File: config.mk
export PLATFORM = sky130hd
export DESIGN_NAME = mdu_seq_flat
export DESIGN_NICKNAME = d
export VERILOG_FILES = /design/src/rtl/mdu_seq_pkg.sv /design/src/rtl/mdu_seq_if.sv /design/src/rtl/mdu_seq_iter.sv /design/src/rtl/mdu_seq.sv /design/src/flat_wrapper.sv
export SDC_FILE = /design/constraint.sdc
export NUM_CORES = 2
export LEC_CHECK = 0
export CELL_PAD_IN_SITES_DETAIL_PLACEMENT = 1
export CELL_PAD_IN_SITES_GLOBAL_PLACEMENT = 1
export CORE_MARGIN = 5
export CORE_UTILIZATION = 35
export CTS_BUF_LIST = sky130_fd_sc_hd__clkbuf_8
export CTS_CLUSTER_DIAMETER = 50
export CTS_CLUSTER_SIZE = 30
export DETAILED_ROUTE_END_ITERATION = 16
export GPL_TIMING_DRIVEN = 0
export PLACE_DENSITY = 0.64
export SETUP_SLACK_MARGIN = 0.02
export SYNTH_ARGS = -nofsm -noshare
export SYNTH_HDL_FRONTEND = slang
export SYNTH_SLANG_ARGS = --single-unit
File: constraint.sdc
create_clock -name clk_i -period 7.17 [get_ports clk_i]
set_input_delay 1.0755 -clock clk_i [delete_from_list [all_inputs] [get_ports clk_i]]
set_output_delay 1.0755 -clock clk_i [all_outputs]
set_load 0.01 [all_outputs]
File: src/rtl/mdu_seq_pkg.sv
// mdu_seq_pkg: shared widths, op bit indices, FSM states and helpers for the M-extension sequencer.
package mdu_seq_pkg;
  localparam int XLEN = 64;
  localparam int MDU_INFO_WIDTH = 13;
  localparam int MDU_MUL = 0;
  localparam int MDU_MULH = 1;
  localparam int MDU_MULHSU = 2;
  localparam int MDU_MULHU = 3;
  localparam int MDU_DIV = 4;
  localparam int MDU_DIVU = 5;
  localparam int MDU_REM = 6;
  localparam int MDU_REMU = 7;
  localparam int MDU_MULW = 8;
  localparam int MDU_DIVW = 9;
  localparam int MDU_DIVUW = 10;
  localparam int MDU_REMW = 11;
  localparam int MDU_REMUW = 12;
  localparam int MDU_ITER64 = 64;
  localparam int MDU_ITER32 = 32;
  typedef enum logic [1:0] {MDU_IDLE, MDU_CALC, MDU_DONE} mdu_state_e;
  function automatic logic [XLEN-1:0] sext32(input logic [31:0] x);
    return {{(XLEN-32){x[31]}}, x};
  endfunction
endpackage

File: src/rtl/mdu_seq_if.sv
// mdu_seq_if: request/response handshake and status bundle between the core and the sequencer.
interface mdu_seq_if import mdu_seq_pkg::*; ();
  logic                      req_valid_i;
  logic                      req_ready_o;
  logic [MDU_INFO_WIDTH-1:0] mdu_info_i;
  logic [XLEN-1:0]           rs1_rdata_i;
  logic [XLEN-1:0]           rs2_rdata_i;
  logic                      flush_i;
  logic                      resp_valid_o;
  logic                      resp_ready_i;
  logic [XLEN-1:0]           mdu_res_o;
  logic                      busy_o;
  modport slave (
    input  req_valid_i, mdu_info_i, rs1_rdata_i, rs2_rdata_i, flush_i, resp_ready_i,
    output req_ready_o, resp_valid_o, mdu_res_o, busy_o
  );
  modport master (
    output req_valid_i, mdu_info_i, rs1_rdata_i, rs2_rdata_i, flush_i, resp_ready_i,
    input  req_ready_o, resp_valid_o, mdu_res_o, busy_o
  );
endinterface

File: src/rtl/mdu_seq_iter.sv
// mdu_seq_iter: one radix-2 step; add-shift for multiply, compare-subtract-shift for restoring divide.
module mdu_seq_iter import mdu_seq_pkg::*; (
  input  logic              is_mul_i,
  input  logic [2*XLEN-1:0] acc_i,
  input  logic [XLEN-1:0]   opb_i,
  output logic [2*XLEN-1:0] acc_o
);
  logic [XLEN:0] sum;
  logic [XLEN:0] trial;
  logic          ge;
  // acc high half is the partial product / remainder, low half the multiplier / dividend-quotient
  always_comb begin
    sum = {1'b0, acc_i[2*XLEN-1:XLEN]} + (acc_i[0] ? {1'b0, opb_i} : '0);
    trial = {acc_i[2*XLEN-1:XLEN], acc_i[XLEN-1]};
    ge = trial >= {1'b0, opb_i};
    acc_o = is_mul_i ? {sum, acc_i[XLEN-1:1]}
                     : {ge ? trial[XLEN-1:0] - opb_i : trial[XLEN-1:0], acc_i[XLEN-2:0], ge};
  end
endmodule

File: src/rtl/mdu_seq.sv
// mdu_seq: iterative RV64M multiply/divide sequencer with operand conditioning, special cases and sign fix-up.
module mdu_seq import mdu_seq_pkg::*; (
  input logic       clk_i,
  input logic       rst_i,
  mdu_seq_if.slave  bus
);
  mdu_state_e                state_q, state_d;
  logic [5:0]                cnt_q;
  logic [2*XLEN-1:0]         acc_q, acc_n, p;
  logic [XLEN-1:0]           opb_q, res_q;
  logic                      is_w_q, is_mul_q, is_mulh_q, is_rem_q, negp_q, sign1_q;
  logic [MDU_INFO_WIDTH-1:0] op;
  logic                      is_w, is_mul, is_mulh, is_rem, s1, s2, sign1, sign2;
  logic                      div0, ovf, special, accept;
  logic [XLEN-1:0]           a, b, mag1, mag2, sres, spec_res, q, r, mres, fin, fin_res;
  assign op = bus.mdu_info_i;
  assign accept = state_q == MDU_IDLE && bus.req_valid_i && !bus.flush_i;
  always_comb begin
    is_w = op[MDU_MULW] | op[MDU_DIVW] | op[MDU_DIVUW] | op[MDU_REMW] | op[MDU_REMUW];
    is_mul = op[MDU_MUL] | op[MDU_MULH] | op[MDU_MULHSU] | op[MDU_MULHU] | op[MDU_MULW];
    is_mulh = op[MDU_MULH] | op[MDU_MULHSU] | op[MDU_MULHU];
    is_rem = op[MDU_REM] | op[MDU_REMU] | op[MDU_REMW] | op[MDU_REMUW];
    s2 = op[MDU_MULH] | op[MDU_DIV] | op[MDU_REM] | op[MDU_DIVW] | op[MDU_REMW];
    s1 = s2 | op[MDU_MULHSU];
    a = is_w ? (s1 ? sext32(bus.rs1_rdata_i[31:0]) : {32'b0, bus.rs1_rdata_i[31:0]}) : bus.rs1_rdata_i;
    b = is_w ? (s2 ? sext32(bus.rs2_rdata_i[31:0]) : {32'b0, bus.rs2_rdata_i[31:0]}) : bus.rs2_rdata_i;
    sign1 = s1 & a[XLEN-1];
    sign2 = s2 & b[XLEN-1];
    mag1 = sign1 ? -a : a;
    mag2 = sign2 ? -b : b;
    div0 = !is_mul && b == '0;
    ovf = !is_mul && s2 && &b && a == (is_w ? {{33{1'b1}}, 31'b0} : {1'b1, 63'b0});
    special = div0 | ovf;
    sres = div0 ? (is_rem ? a : '1) : (is_rem ? '0 : a);
    spec_res = is_w ? sext32(sres[31:0]) : sres;
  end
  mdu_seq_iter u_iter (.is_mul_i(is_mul_q), .acc_i(acc_q), .opb_i(opb_q), .acc_o(acc_n));
  // W multiplies finish after 32 shifts, leaving the product sitting 32 bits up in acc
  always_comb begin
    p = negp_q ? -acc_n : acc_n;
    q = negp_q ? -acc_n[XLEN-1:0] : acc_n[XLEN-1:0];
    r = sign1_q ? -acc_n[2*XLEN-1:XLEN] : acc_n[2*XLEN-1:XLEN];
    mres = is_mulh_q ? p[2*XLEN-1:XLEN] : is_w_q ? {32'b0, p[63:32]} : p[XLEN-1:0];
    fin = is_mul_q ? mres : is_rem_q ? r : q;
    fin_res = is_w_q ? sext32(fin[31:0]) : fin;
  end
  always_comb begin
    state_d = bus.flush_i ? MDU_IDLE
            : state_q == MDU_IDLE ? (bus.req_valid_i ? (special ? MDU_DONE : MDU_CALC) : MDU_IDLE)
            : state_q == MDU_CALC ? (cnt_q == '0 ? MDU_DONE : MDU_CALC)
            : (bus.resp_ready_i ? MDU_IDLE : MDU_DONE);
  end
  always_ff @(posedge clk_i) begin
    if (rst_i) begin
      state_q <= MDU_IDLE;
      cnt_q <= '0;
      acc_q <= '0;
      opb_q <= '0;
      res_q <= '0;
      {is_w_q, is_mul_q, is_mulh_q, is_rem_q, negp_q, sign1_q} <= '0;
    end else begin
      state_q <= state_d;
      if (accept) begin
        {is_w_q, is_mul_q, is_mulh_q, is_rem_q} <= {is_w, is_mul, is_mulh, is_rem};
        negp_q <= sign1 ^ sign2;
        sign1_q <= sign1;
        cnt_q <= is_w ? 6'(MDU_ITER32 - 1) : 6'(MDU_ITER64 - 1);
        acc_q <= {64'b0, is_mul ? mag2 : is_w ? {mag1[31:0], 32'b0} : mag1};
        opb_q <= is_mul ? mag1 : mag2;
        if (special) res_q <= spec_res;
      end else if (state_q == MDU_CALC) begin
        acc_q <= acc_n;
        cnt_q <= cnt_q - 6'd1;
        if (cnt_q == '0) res_q <= fin_res;
      end
    end
  end
  assign bus.req_ready_o = state_q == MDU_IDLE;
  assign bus.resp_valid_o = state_q == MDU_DONE;
  assign bus.busy_o = state_q == MDU_CALC || state_q == MDU_DONE;
  assign bus.mdu_res_o = res_q;
endmodule

File: src/flat_wrapper.sv
// flat-port wrapper written by rule: the top's interface ports become plain ports
module mdu_seq_flat import mdu_seq_pkg::*;
  (clk_i, rst_i, bus_req_valid_i, bus_mdu_info_i, bus_rs1_rdata_i, bus_rs2_rdata_i, bus_flush_i, bus_resp_ready_i, bus_req_ready_o, bus_resp_valid_o, bus_mdu_res_o, bus_busy_o);
  mdu_seq_if bus_i ();
  input logic clk_i;
  input logic rst_i;
  input wire logic [$bits(bus_i.req_valid_i)-1:0] bus_req_valid_i;
  input wire logic [$bits(bus_i.mdu_info_i)-1:0] bus_mdu_info_i;
  input wire logic [$bits(bus_i.rs1_rdata_i)-1:0] bus_rs1_rdata_i;
  input wire logic [$bits(bus_i.rs2_rdata_i)-1:0] bus_rs2_rdata_i;
  input wire logic [$bits(bus_i.flush_i)-1:0] bus_flush_i;
  input wire logic [$bits(bus_i.resp_ready_i)-1:0] bus_resp_ready_i;
  output wire logic [$bits(bus_i.req_ready_o)-1:0] bus_req_ready_o;
  output wire logic [$bits(bus_i.resp_valid_o)-1:0] bus_resp_valid_o;
  output wire logic [$bits(bus_i.mdu_res_o)-1:0] bus_mdu_res_o;
  output wire logic [$bits(bus_i.busy_o)-1:0] bus_busy_o;
  assign bus_i.req_valid_i = bus_req_valid_i;
  assign bus_i.mdu_info_i = bus_mdu_info_i;
  assign bus_i.rs1_rdata_i = bus_rs1_rdata_i;
  assign bus_i.rs2_rdata_i = bus_rs2_rdata_i;
  assign bus_i.flush_i = bus_flush_i;
  assign bus_i.resp_ready_i = bus_resp_ready_i;
  assign bus_req_ready_o = bus_i.req_ready_o;
  assign bus_resp_valid_o = bus_i.resp_valid_o;
  assign bus_mdu_res_o = bus_i.mdu_res_o;
  assign bus_busy_o = bus_i.busy_o;
  mdu_seq u_core (.clk_i(clk_i), .rst_i(rst_i), .bus(bus_i));
endmodule
# == After elaboration in Yosys (flattened, before gate mapping) ==
# Index checks and enable logic that the tools add are counted.
# op_classes
mux,40
n_bitwise,22
addsub,8
n_reduce_logical,18
n_eq_ne,4
order_cmp,1
# op_table
op,n
$mux 64,28
$mux 128,2
$neg 64->64,4
$neg 128->128,1
$add 64x64->65,1
$ge 65x64->1,1
$eq 64x64->1,1
$logic_not 64->1,1
$reduce_and 64->1,1
$sub 64x64->64,1
$mux 63,1
$or 1x1->1,19
$mux 6,3
$mux 2,6
$logic_and 1x1->1,6
$logic_not 6->1,1
$sub 6x1->6 const B,1
$reduce_bool 2->1,2
$reduce_or 2->1,2
$reduce_and 3->1,1
$and 1x1->1,2
$eq 2x1->1 const B,1
$eq 2x2->1 const B,1
$logic_not 1->1,2
other kinds (4),4
# totals
regBits,270
output_inout_bits,67

# == Logic depth before layout (Yosys ltp) ==
# logic_depth
depth_word,13
mapped_depth,28

# == By module ==
# Synthesis repeated with hierarchy kept, for this count alone.
# unflattened
cells_unflattened,4759
hier_area_um2,32995.4
# modules_own_cells
mod,n_inst,area_each_um2,cells_each,seq_area_each_um2
mdu_seq,1,22700.5,3180,5405.2
mdu_seq_iter,1,10294.9,1579,0.0

# == Worst setup path before layout ==
# No wires, ideal clock.
# synth_timing
path_kind,register to register
start,reg u_core.opb_q[10]
end,"reg u_core.res_q[52], in the netlist u_core.bus.mdu_res_o[52]"
required_ns,7.101
setup_slack_ns,1.411
path_buffers,3
stages_incl_launch_ff,27
arrival_ns,5.690
setup_ns,0.069
cell_sequence,dfxtp_1 inv_1 ha_1 buf_6 a21oi_2 o21ai_2 a221o_1 o21ai_2 a21boi_4 buf_4 buf_6 o31a_1 inv_2 ha_1 nand2_1 or4_1 or4_1 or2_2 or3b_2 nor2_1 nand2_1 nor2_1 nand3_1 o41ai_1 xor2_1 a221o_1 o21ai_1
# synth_via
elab_chain_cells,11
elab_cells_between_ends,20
cone_classes,5 x add/sub; 1 x order compare; 14 x mux
# synth_lines
element,line_no,source
start: declaration,mdu_seq.sv:10,"logic [XLEN-1:0] opb_q, res_q;"
start signal: assignment,mdu_seq.sv:69,opb_q <= is_mul ? mag1 : mag2;
"$mux 64, or another cell as far along",mdu_seq_iter.sv:13,"sum = {1'b0, acc_i[2*XLEN-1:XLEN]} + (acc_i[0] ? {1'b0, opb_i} : '0);"
"$add 64x64->65, or another cell as far along",mdu_seq_iter.sv:13,
$mux 128 *,mdu_seq_iter.sv:16,"acc_o = is_mul_i ? {sum, acc_i[XLEN-1:1]}"
"$neg 128->128, or another cell as far along",mdu_seq.sv:40,p = negp_q ? -acc_n : acc_n;
"$mux 128, or another cell as far along",mdu_seq.sv:40,
$mux 64 (on tied branches),"mdu_seq.sv:43, mdu_seq.sv:44",
$mux 64 *,mdu_seq.sv:44,fin = is_mul_q ? mres : is_rem_q ? r : q;
$mux 64 *,mdu_seq.sv:45,fin_res = is_w_q ? sext32(fin[31:0]) : fin;
$mux 64 *,mdu_seq.sv:74,if (cnt_q == '0) res_q <= fin_res;
$mux 64 *,mdu_seq.sv:71,end else if (state_q == MDU_CALC) begin
$mux 64 *,mdu_seq.sv:63,if (accept) begin
end signal: assignment,mdu_seq.sv:70,if (special) res_q <= spec_res;
end signal: assignment,mdu_seq.sv:74,
end: declaration,mdu_seq.sv:10,
# Every way passes the cells marked *; elsewhere a longest branch is shown, timed or not. The select of a mux whose other input is x is not followed.
# A chain may end at the register's enable or synchronous reset.

# == Worst setup path after layout ==
# layout_timing
start,reg u_core.is_mul_q
end,"reg u_core.res_q[7], in the netlist u_core.bus.mdu_res_o[7]"
# layout_via
elab_chain_cells,10
elab_cells_between_ends,15
cone_classes,3 x add/sub; 12 x mux
# layout_lines
element,line_no,source
start: declaration,mdu_seq.sv:11,"logic is_w_q, is_mul_q, is_mulh_q, is_rem_q, negp_q, sign1_q;"
start signal: assignment,mdu_seq.sv:64,"{is_w_q, is_mul_q, is_mulh_q, is_rem_q} <= {is_w, is_mul, is_mulh, is_rem};"
$mux 128,mdu_seq_iter.sv:16,
$neg 128->128,mdu_seq.sv:40,
$mux 128,mdu_seq.sv:40,
$mux 64 (2 in a row),mdu_seq.sv:43,"mres = is_mulh_q ? p[2*XLEN-1:XLEN] : is_w_q ? {32'b0, p[63:32]} : p[XLEN-1:0];"
$mux 64 *,mdu_seq.sv:44,
$mux 64 *,mdu_seq.sv:45,
$mux 64 *,mdu_seq.sv:74,
$mux 64 *,mdu_seq.sv:71,
$mux 64 *,mdu_seq.sv:63,
# Marked as above.

==> summary.txt <==
Worst setup path
  • Slowest cell on crit path: a211oi_1
  • Critical path endpoint category: flop
  • Worst path arrival time: 7.99 ns
  • Buffers and inverters on the worst path: 13
  • Cell Chain, Critical Path: buf_2 -> buf_4 -> buf_2 -> buf_4 -> buf_4 -> buf_4 -> buf_2 -> buf_2 -> buf_4 -> clkdlybuf4s18_2 -> buf_4 -> buf_4 -> buf_4 -> mux2i_1 -> xnor2_2 -> nor2_1 -> a21oi_1 -> o22ai_1 -> a211oi_1 -> nor3_1
  • Worst reg2reg startpoint: u_core.is_mul_q
  • Crit path max fanout: 10
  • Element type at the critical path start: flop
  • Number of cells on the worst reg-to-reg path: 20
  • Reg2Reg Capture Point: u_core.bus.mdu_res_o[7]
  • Worst Setup Path Type: flop to flop
  • Critical path's top delay family: buffers and inverters
  • Delay contributed by the slowest stage of the critical path: 0.60 ns
  • CP required: 7.73 ns
  • FF-to-FF setup slack: -0.26 ns
  • Top cell by count, worst path: buf_4

Cells and area
  • Area added between synthesis and finish: 19.35%
  • Top library cells by usage in the layout, fill and taps aside: nor2_1 (652), nand2_1 (522), a21oi_1 (517)
  • Core utilization of the finished layout: 0.4192
  • Final Net Count: 5732
  • Layout Cells excl Fill: 6776
  • Share of final-layout standard cells stronger than drive strength 1: 0.09969
  • Most common library cell in the layout ignoring fill and taps: nor2_1

Drt
  • Vias post-DR: 45960
  • DRC violations left: 0
  • Total routed wirelength: 260800 µm
  • First-pass iteration count of the detailed router: 7
  • Detailed Route Iter0 Violations: 5389
  • Via density: 6.783
  • Average wire per standard cell: 38.49 µm
  • Detail Route Antenna Nets: 0

STA
  • Number of hold violations in the final report: 0
  • Share of the cycle needed by the critical path after routing: 1.036
  • Setup TNS: -3.842 ns
  • Setup violation total in the final timing report: 36
  • Worst Slack Setup Final: -0.2578 ns
  • Fmax achieved: 0.1346 GHz
  • Min Clock Period, post-route: 7.428 ns
  • Slew of the pin with the lowest slew margin: 1.581 ns
  • Clock skew after layout: 0.1075 ns
  • Final Max Tran Viols: 11
  • RSZ-0062 raised after global routing: yes
  • Worst slew margin relative to its limit: -0.05426

Placement
  • Total placed cells including tap cells: 6634
  • GP Congestion: 1.098
  • Worst setup slack after placement: -2.143 ns
  • IO buf count: 209
  • Half-perimeter wire length after placement: 216900 µm

Pwr
  • Total power draw: 8.229 mW
  • Proportion of total power due to net switching: 0.5567
  • Proportion of power drawn by the clock network: 0.192
  • Pwr dens: 200.1 mW/mm²
  • Comb pwr share: 0.601
  • Maximum vdd drop: 116.4 µV
  • Cell-internal power: 3.648 mW
  • Net load switching power: 4.581 mW
  • Flop pwr share: 0.207
  • Leakage power: 14.58 nW

Floorplan
  • Count of standard-cell rows: 115
  • Die Width: 323.8 µm
  • Floorplan core area: 0.09813 mm²
  • Ports placed on the boundary: 213
  • Initial core utilization: 0.3512
  • Die footprint: 0.1048 mm²
  • Vertical die dimension: 323.8 µm

Clock tree
  • Clock tree sinks: 270
  • TritonCTS buffer count: 38
  • Number of buffers on the longest clock path: 3
  • Cell at the root of the clock tree: clkbuf_8
  • Clock slew at the register clock pins of the worst setup and hold paths: 0.13 ns
  • Clock tree from TritonCTS: done
  • Hold buffers post-CTS: 0
  • Source-to-sink clock delay at the later pin of the worst-skew pair: 0.74 ns
  • Number of H-tree levels: 2

GRT
  • Initial antenna violation count: 16
  • Overflow left after global routing: 0
  • Gr usage total: 0.4752
  • Number of global-route vias before repair: 44450
  • Pin count of the biggest net entering global routing: 22
  • Wire length of the first global-routing pass: 354200 µm

Yosys
  • Async set or reset register ratio after synthesis: 0
  • Avg Cell Area, Syn: 6.717 µm²
  • Number of instances in the synthesized netlist: 5131
  • Number of register bits inferred by synthesis: 270
  • Post-synthesis net count: 5416
  • Post-synthesis cell type count: 112
  • EDFF count, synth: 0
  • Sequential area share after synthesis: 0.1568
  • Most instantiated flip-flop cell in the synthesis netlist: dfxtp_1
  • Total number of yosys warnings: 0
  • Netlist Area Pre-Place: 0.03446 mm²

Hold path
  • Worst-case hold path end point: u_core.bus.mdu_res_o[41]
  • Worst hold path cell count: 2
  • Class of the most critical hold timing path: flop to flop
  • Hold Path Origin: u_core.bus.mdu_res_o[41]

Outcome
  • Violated checks: capacitance limit, slew limit, setup timing
  • Outcome: finished with violations

Job
  • Count of max-cap constraint violations: 3
-- per-layer routing --
| layer | global-route usage | routed length [µm] | vias up |
|---|---|---|---|
| li1 | - | - | 19540 |
| met1 | 0.5454 | 93310 | 22430 |
| met2 | 0.7286 | 110400 | 3071 |
| met3 | 0.1174 | 26400 | 915 |
| met4 | 0.4336 | 30660 | 6 |
| met5 | 0 | 44 | - |
-- synthesized netlist by cell type, drive strengths merged, types with 30 or more instances --
master,n,share of area
and2,77,0.014
xor2,159,0.040
a22oi,32,0.0071
or3,74,0.014
o21ai,360,0.053
buf,114,0.019
nand2,533,0.058
xnor2,202,0.051
nor3,194,0.029
a21o,55,0.012
clkbuf,243,0.026
nor2,662,0.072
ha,137,0.050
a31oi,68,0.012
inv,127,0.014
a211oi,156,0.035
o31ai,62,0.014
or4,30,0.0066
nand4,95,0.018
nand3,119,0.018
nor4,76,0.017
dfxtp,270,0.16
o211ai,112,0.024
mux2i,119,0.035
a21oi,538,0.080
o21a,39,0.0085
-- how the worst max path moves through the flow --
| stage | slack, ns | start | to | cells after the start |
|---|---|---|---|---|
| 2_1_floorplan | 1.41 | u_core.opb_q[10] | u_core.bus.mdu_res_o[52] | 26 |
| 3_3_place_gp | -2.08 | u_core.opb_q[60] | u_core.bus.mdu_res_o[46] | 26 |
| 3_5_place_dp | -2.14 | u_core.opb_q[60] | u_core.bus.mdu_res_o[46] | 26 |
| 4_1_cts | 0.02 | u_core.opb_q[30] | u_core.bus.mdu_res_o[12] | 25 |
| 5_1_grt | -0.07 | u_core.opb_q[18] | u_core.bus.mdu_res_o[62] | 25 |
| 6_report | -0.26 | u_core.is_mul_q | u_core.bus.mdu_res_o[7] | 20 |
-- final cells by class --
class | count | area (µm²)
flip-flops and latches | 270 | 5507
well taps | 1287 | 1610
inverters | 131 | 491.7
diodes | 12 | 30.03
clock inverters | 31 | 414.1
repair buffers | 280 | 2678
clock buffers | 39 | 536.8
plain buffers | 353 | 1680
fillers | 12650 | 57000
multi-input cells | 4373 | 28180
-- sequential cells by signal, indices dropped and copies added, names as in the netlist --
name	count
u_core.acc_q	128
u_core.bus.mdu_res_o	64
u_core.cnt_q	6
u_core.is_mul_q	1
u_core.is_mulh_q	1
u_core.is_rem_q	1
u_core.is_w_q	1
u_core.negp_q	1
u_core.opb_q	64
u_core.sign1_q	1
u_core.state_q	2
-- power by group through the flow --
stage               Clock, mW  Combinational (mW)  Sequential [mW]
floorplan                   0                2.37             1.66
finish                   1.58                4.95             1.70
global placement            0                4.26             1.72
CTS                      1.57                4.45             1.69
global route             1.62                4.99             1.70
detailed placement          0                4.29             1.72
-- stage by stage --
step / area, µm² / hold WS (ns)
after floorplan: 34460 / 0.4403
after global placement: 38170 / 0.4393
after detailed placement: 38300 / 0.4478
after CTS: 40030 / 0.4612
after global routing: 41110 / 0.4917
final: 41130 / 0.4597
-- kinds of logic (layout without fill, tap and decap cells) --
group / count (synthesis) / in the layout / share of synthesized area
buf+inv: 488 / 834 / 0.06012
xor+xnor: 361 / 361 / 0.09174
fa+ha+maj: 140 / 140 / 0.05119
flops: 270 / 270 / 0.1568
other cells: 0 / 12 / 0
compound gates: 1719 / 1719 / 0.3221
mux: 129 / 129 / 0.03794
simple gates: 2024 / 2024 / 0.2800
-- worst min-delay path, stage by stage (launching register included) --
cell,delay (ns)
dfxtp_1,0.32
nand2_1,0.05
o21ai_1,0.05
-- what timing repair did --
| item | in CTS | in global routing |
|---|---|---|
| endpoints found under the setup margin | 76 | 58 |
| resized for setup | 161 | 155 |
| buffers inserted | 21 | 42 |
| pin swaps | 22 | 45 |
Note: power is estimated with default switching activity, not from simulation.
